$ cat src/rtl/bcd_pkg.sv
// Shared definitions for the sequential BCD-to-binary converter:
// default sizes, FSM state encoding and a BCD digit legality helper.
package bcd_pkg;

  localparam int DEF_DIGITS = 4;
  localparam int DEF_BIN_W  = 14;

  typedef enum logic [1:0] {
    IDLE = 2'd0,
    CONV = 2'd1,
    DONE = 2'd2
  } state_t;

  function automatic logic is_bcd_digit(input logic [3:0] digit);
    return digit <= 4'd9;
  endfunction

endpackage

$ cat src/rtl/bcd_digit_adj.sv
// One BCD digit correction step of reverse double-dabble:
// after a right shift, a digit of 8 or more had a ten-weight carried in, so subtract 3.
module bcd_digit_adj (
  input  logic [3:0] digit,
  output logic [3:0] adjusted
);

  assign adjusted = (digit >= 4'd8) ? digit - 4'd3 : digit;

endmodule

$ cat src/rtl/bcd2bin_seq.sv
// Sequential BCD-to-binary converter (reverse double-dabble), one shift per clock,
// valid/ready handshake on both sides, non-decimal digits reported through err.
module bcd2bin_seq
  import bcd_pkg::*;
#(
  parameter int DIGITS = DEF_DIGITS,
  parameter int BIN_W  = DEF_BIN_W
) (
  input  logic                  clock,
  input  logic                  a_rst_n,
  input  logic                  in_valid,
  output logic                  in_ready,
  input  logic [4*DIGITS-1:0]   bcd_in,
  output logic                  out_valid,
  input  logic                  out_ready,
  output logic [BIN_W-1:0]      bin_out,
  output logic                  err
);

  localparam int BCD_W = 4 * DIGITS;
  localparam int CNT_W = $clog2(BIN_W + 1);
  localparam logic [CNT_W-1:0] LAST_STEP = CNT_W'(BIN_W - 1);

  state_t             state;
  logic [CNT_W-1:0]   count;
  logic [BCD_W-1:0]   bcd_work;
  logic [BIN_W-1:0]   bin_work;

  logic [BCD_W-1:0]   bcd_shift;
  logic [BCD_W-1:0]   bcd_next;
  logic [BIN_W-1:0]   bin_next;
  logic               input_bad;

  // The work register is {bcd_work, bin_work}; shifting it right moves the
  // BCD LSB into the top of the binary field.
  assign bcd_shift = bcd_work >> 1;
  assign bin_next  = {bcd_work[0], bin_work[BIN_W-1:1]};

  for (genvar g = 0; g < DIGITS; g++) begin : g_adj
    bcd_digit_adj u_adj (
      .digit    (bcd_shift[4*g +: 4]),
      .adjusted (bcd_next[4*g +: 4])
    );
  end

  // NOTE: give every always_comb output a default before any conditional
  // assignment, otherwise the tool infers a latch to hold the old value.
  always_comb begin
    input_bad = 1'b0;
    for (int i = 0; i < DIGITS; i++) begin
      if (!is_bcd_digit(bcd_in[4*i +: 4])) input_bad = 1'b1;
    end
  end

  // NOTE: sequential state uses non-blocking assignments only, so every
  // register samples pre-edge values regardless of statement order.
  always_ff @(posedge clock or negedge a_rst_n) begin
    if (!a_rst_n) begin
      state     <= IDLE;
      count     <= '0;
      bcd_work  <= '0;
      bin_work  <= '0;
      bin_out   <= '0;
      err       <= 1'b0;
      out_valid <= 1'b0;
      in_ready  <= 1'b1;
    end else begin
      case (state)
        IDLE: begin
          if (in_valid) begin
            in_ready <= 1'b0;
            if (input_bad) begin
              err       <= 1'b1;
              bin_out   <= '0;
              out_valid <= 1'b1;
              state     <= DONE;
            end else begin
              bcd_work <= bcd_in;
              bin_work <= '0;
              count    <= '0;
              err      <= 1'b0;
              state    <= CONV;
            end
          end
        end

        CONV: begin
          bcd_work <= bcd_next;
          bin_work <= bin_next;
          count    <= count + CNT_W'(1);
          if (count == LAST_STEP) begin
            // Every input bit has reached the binary field by now.
            assert (bcd_next == '0);
            bin_out   <= bin_next;
            out_valid <= 1'b1;
            state     <= DONE;
          end
        end

        DONE: begin
          if (out_ready) begin
            out_valid <= 1'b0;
            in_ready  <= 1'b1;
            state     <= IDLE;
          end
        end

        default: begin
          out_valid <= 1'b0;
          in_ready  <= 1'b1;
          state     <= IDLE;
        end
      endcase
    end
  end

endmodule

$ cat config.mk
export PLATFORM = sky130hd
export DESIGN_NAME = bcd2bin_seq
export DESIGN_NICKNAME = d
export VERILOG_FILES = /design/src/rtl/bcd_pkg.sv /design/src/rtl/bcd_digit_adj.sv /design/src/rtl/bcd2bin_seq.sv
export SDC_FILE = /design/constraint.sdc
export NUM_CORES = 1
export LEC_CHECK = 0
export CAP_MARGIN = 10
export CORE_ASPECT_RATIO = 0.5
export CORE_UTILIZATION = 55
export DETAILED_ROUTE_END_ITERATION = 8
export DONT_BUFFER_PORTS = 1
export PLACE_DENSITY = 0.66
export SYNTH_ARGS = -nofsm -noshare
export SYNTH_HDL_FRONTEND = slang
export SYNTH_SLANG_ARGS = --single-unit
$ cat constraint.sdc
create_clock -name clock -period 4.3 [get_ports clock]
set_input_delay 0 -clock clock [delete_from_list [all_inputs] [get_ports clock]]
set_output_delay 0 -clock clock [all_outputs]
set_load 0.005 [all_outputs]
# [After elaboration in Yosys (flattened, before gate mapping)]
# Cells that the tools add are included.
[classes] addsub=5 magnitude_cmp=8 eq_ne=8 n_mux=35 bitwise=1 reduce_logical=8
[op_table] cell="14-bit two-way mux" n=5
[op_table] cell="14-bit one-hot mux with 2 select lines" n=2
[op_table] cell="16-bit two-way mux" n=2
[op_table] cell="16-bit one-hot mux with 2 select lines" n=1
[op_table] cell="4-bit two-way mux" n=6
[op_table] cell="4-bit less-or-equal comparator, second input constant" n=4
[op_table] cell="4-bit greater-or-equal comparator, second input constant" n=3
[op_table] cell="4-bit by 2-bit subtractor with 4-bit output, second input constant" n=3
[op_table] cell="1-bit two-way mux" n=11
[op_table] cell="2-bit != test, second input constant" n=5
[op_table] cell="3-bit AND reduction" n=3
[op_table] cell="2-bit two-way mux" n=4
[op_table] cell="4-bit one-hot mux with 2 select lines" n=1
[op_table] cell="4-bit AND reduction" n=2
[op_table] cell="1-bit one-hot mux with 3 select lines" n=2
[op_table] cell="2-bit one-hot mux with 3 select lines" n=1
[op_table] cell="4-bit by 1-bit adder with 4-bit output, second input constant" n=1
[op_table] cell="4-bit equality test, second input constant" n=1
[op_table] cell="3-bit by 4-bit greater-or-equal comparator with 1-bit output, second input constant" n=1
[op_table] cell="3-bit by 2-bit subtractor with 4-bit output, second input constant" n=1
[op_table] cell="2-bit by 1-bit equality test with 1-bit output, second input constant" n=1
[op_table] cell="2-bit equality test, second input constant" n=1
[op_table] cell="2-bit logical NOT" n=1
[op_table] cell="2-bit AND reduction" n=1
[op_table] cell="other kinds (2)" n=2
[totals] ff_bits=53 out_inout_bits=17 wordCells=73

# [Depth between registers and ports, before layout]
[logic_depth] depth_word=8 mapped_depth=8 mapped_depth_nobuf=6

# [Hierarchy]
# From an unflattened synthesis, not the netlist that was laid out.
[unflattened] cells_unflattened=208 hier_area_um2=2496.1
[by_module_without_submodules] module="bcd2bin_seq" instances=1 cells_each=164 area_per_inst_um2=2190.9 seq_area_each_um2=1302.5
[by_module_without_submodules] module="bcd_digit_adj" instances=4 cells_each=11 area_per_inst_um2=76.3 seq_area_each_um2=0.0

# [Worst setup path before layout]
# No wires, ideal clock.
[synth_path] kind="register to register" from="reg count[0]" to="reg out_valid" arrival_ns=1.492 path_slack_ns=2.678 path_stages_with_launch=8 synth_period_minus_slack_ns=1.622 cell_sequence="dfrtp_1 -> ha_1 -> and4_1 -> and2_1 -> buf_2 -> a21oi_4 -> buf_4 -> o21ai_0"
[synth_via] elab_chain_len=3
[synth_lines] item="start, declared" line_no="bcd2bin_seq.sv:25" rtl="logic [CNT_W-1:0] count;"
[synth_lines] item="start signal, assigned" line_no="bcd2bin_seq.sv:90" rtl="count <= count + CNT_W'(1);"
[synth_lines] item="4-bit equality test" line_no="bcd2bin_seq.sv:91" rtl="if (count == LAST_STEP) begin"
[synth_lines] item="2-bit != test (no line)"
[synth_lines] item="4-bit AND reduction (no line)"
[synth_lines] item="end signal, assigned" line_no="bcd2bin_seq.sv:95" rtl="out_valid <= 1'b1;"
[synth_lines] item="end signal, assigned" line_no="bcd2bin_seq.sv:102" rtl="out_valid <= 1'b0;"
[synth_lines] item="end signal, assigned" line_no="bcd2bin_seq.sv:109" rtl="out_valid <= 1'b0;"
[synth_lines] item="end, declared" line_no="bcd2bin_seq.sv:14" rtl="output logic out_valid,"
# Every way passes these cells.
# A chain may end at the register's enable or synchronous reset.

# [Final worst setup path]
[layout_path] from="reg state[0]" to="reg bin_out[12]"
[layout_via] elab_chain_len=3
[layout_lines] item="start, declared" line_no="bcd2bin_seq.sv:24" rtl="state_t state;"
[layout_lines] item="start signal, assigned" line_no="bcd2bin_seq.sv:59" rtl="state <= IDLE;"
[layout_lines] item="start signal, assigned" line_no="bcd2bin_seq.sv:76" rtl="state <= DONE;"
[layout_lines] item="start signal, assigned" line_no="bcd2bin_seq.sv:82" rtl="state <= CONV;"
[layout_lines] item="2-bit by 1-bit equality test with 1-bit output or 2-bit logical NOT (tied branches)" line_no="bcd2bin_seq.sv:68" rtl="case (state)"
[layout_lines] item="2-bit != test (no line) or 2-bit nonzero test (tied branches)"
[layout_lines] item="4-bit AND reduction (no line)"
[layout_lines] item="end signal, assigned" line_no="bcd2bin_seq.sv:94" rtl="bin_out <= bin_next;"
[layout_lines] item="end, declared" line_no="bcd2bin_seq.sv:16" rtl="output logic [BIN_W-1:0] bin_out,"
# Parallel ways exist; a longest one is shown, timed or not.

==> results.cfg <==
[sta]
maxSlewHeadroom = 0.4643
max_freq_mhz = 514.4
slew_viol_final = 0
setup_viol = 0
hold_viol = 0
worstMarginPinSlew_ps = 801.0
hold-worst-slack_ps = 103.8
rsz0062_at_grt = false
totalNegativeSetupSlack_ps = 0
period_share = 0.4521
finalCriticalPeriod_ps = 1944
fin_skew_ps = 12.38

[cts]
numCtsBuffers = 5
ctsResizeCount = 0
htree_num_levels = 2
cts.clk_slew.worst_paths_ps = 90
cts_tree = built
postCtsSetupBuffers = 0
cts_num_sinks = 52
cts_root_buf = clkbuf_8
clk_latency_ps = 320
ctsLongestPathBuffers = 2
cts_hold_buffers = 20

[synth]
ys_ff_latch = 52
postSynthAreaPerCell_sq_um = 11.81
synth-edff-count = 0
syn_area_sq_um = 2351
synth_seq_area_share = 0.5540
yosys_warnings = 0
synth_area_leaders = dfrtp_1 54%, a22o_1 10%, a221o_1 5.1%, ha_1 4.3%, nor2_1 3.2%
synth_nets = 227
ys_types = 35
yosysMostFrequentCell = dfrtp_1
yosysTopAreaCell = dfrtp_1
synthCells = 199
ys_async_sr_fraction = 1.000
synth_top_area_frac = 0.5428
synthTopCellsByCount = 51 x dfrtp_1, 28 x a22o_1, 20 x nor2_1
synthFlopType = dfrtp_1

[pwr]
p_comb_frac = 0.291
power.density_nw_per_um2 = 555.4
ir_drop_uv = 276.8
power_frac_seq = 0.512
sw_frac_of_total = 0.3555
power_frac_clock = 0.197
p_switching_uw = 528.5
internal_power_uw = 958.0
static-leakage-power_nw = 1.241

[layout]
antenna_cells = 0
n_fill_cell = 314
drive_gt1_frac = 0.08756
area_growth_pct = 13.84
layout.cell_area.non_filler_sq_um = 2676
nets = 244

[route]
drt_pass1_iterations = 4
drt_iter0_markers = 64
drc_errors = 0
drt-total-wl_microns = 4754
ant_nets = 0
wl_per_cell_microns = 17.54
vias = 1617
via_per_inst = 5.967

[worst_setup_path]
worstRegToRegCells = 4
crit_fanout = 16
cp.required_ps = 4500
crit_family = simple AND/OR/NAND/NOR gates
regToRegStartpoint = state[0]
crit_slowest_cell = dfrtp_1
cp.arrival_ps = 2150
crit_buf_inv = 0
critPathLaunch = state[0]
crit_chain = and4_1 -> and2_1 -> a21oi_4 -> a22o_1
endpoint = bin_out[12]
crit_path_end_kind = flop
max_stage_delay_ps = 620
criticalPathCategory = reg2reg
cp-start-kind = flop
r2r_slack_ps = 2360
crit_cells = 4
timing.rr.end = bin_out[12]

[die]
die_h_microns = 48.23
rows = 16
design.core.area_sq_um = 4004
start_util = 0.5872
dieArea_sq_um = 4556
die_width_microns = 94.46
ioPinCount = 37

[global_routing]
grt_pass1_vias = 1504
track_usage = 0.2293
antenna_found_initial = 0
grt_max_degree = 53
grt_pass1_wl_microns = 7458
grt_overflow = 0

[placed_design]
io_buffers = 0
placed_cell_area_sq_um = 2367
post-dp-hpwl_microns = 3000
gp_congestion = 0.7861

[status]
status = finished clean

[worst_hold_path]
min_path_type = in2reg

[run]
drv_cap = 0
-- stage by stage --
| stage | cells | total power [mW] | setup WS, ps | util |
|---|---|---|---|---|
| finish | 271 | 1.487 | 2356 | 0.6684 |
| global route | 271 | 1.593 | 2202 | 0.6684 |
| CTS | 271 | 1.488 | 2336 | 0.6684 |
| detailed placement | 243 | 1.174 | 2355 | 0.5913 |
| global placement | 243 | 1.154 | 2448 | 0.5913 |
| floorplan | 199 | 1.086 | 2678 | - |
-- final cells by class --
type,instances,area (sq um),share of cell area
sequential,52,1303,0.4867
multi-input combinational,120,925.9,0.3460
timing repair buffer,22,232.7,0.08696
clock buffer,5,68.82,0.02571
tap,54,67.56,0.02525
inverter,15,56.30,0.02104
clock inverter,3,22.52,0.008415
-- kinds of logic after synthesis --
logic type	count (synthesis)	synth area share
AOI/OAI and AO/OA	64	0.2246
xor gates and xnor gates	7	0.02608
adders and majority gates	8	0.04258
buffers and inverters	27	0.05481
DFF	52	0.5540
muxes	4	0.01756
and+or+nand+nor	37	0.08037
-- sequential cells by signal, summed over array words and instances (netlist names) --
register and cells:
out_valid 1, err 1, bcd_work 16, in_ready 1
bin_work 13, state 2, bin_out 14, count 4
-- worst reg2reg max path, cell delays in order (launching register included) --
cell	delay, ps
dfrtp_1	620
and4_1	300
and2_1	510
a21oi_4	180
a22o_1	230
-- per-layer routing --
layer	track usage	wire [microns]	up-vias
met2	0.3594	2076	51
met3	0.06854	264	7
met1	0.3098	2339	800
met5	0	0	-
li1	-	-	759
met4	0.09091	74	0
-- power by group through the flow --
stage / clock [mW] / sequential, mW / combinational, mW
6_report: 0.293 / 0.761 / 0.433
2_1_floorplan: 0 / 0.716 / 0.370
3_3_place_gp: 0 / 0.765 / 0.390
4_1_cts: 0.295 / 0.759 / 0.434
3_5_place_dp: 0 / 0.768 / 0.406
5_1_grt: 0.318 / 0.785 / 0.490
-- placed cells by master, fill, tap and decap left out, drive strengths merged, types with 3 or more instances in the layout --
cell type	count
dfrtp	51
a22o	28
nor2	20
dlygate4sd3	19
inv	16
a221o	12
ha	8
o21ai	8
a21oi	7
nand2	5
xnor2	5
clkbuf	5
a31oi	4
nor2b	3
mux2i	3
buf	3
-- how the worst min path moves through the flow --
stage             start            to  slack [ps]  cells past startpoint
2_1_floorplan   a_rst_n   bcd_work[0]        -300                      0
3_3_place_gp    a_rst_n   bin_out[11]        -290                      0
3_5_place_dp    a_rst_n  bin_work[11]        -290                      0
4_1_cts        in_valid     out_valid         110                      3
5_1_grt        in_valid     out_valid         150                      3
6_report       in_valid     out_valid         100                      3
Note: power is estimated with default switching activity, not from simulation.
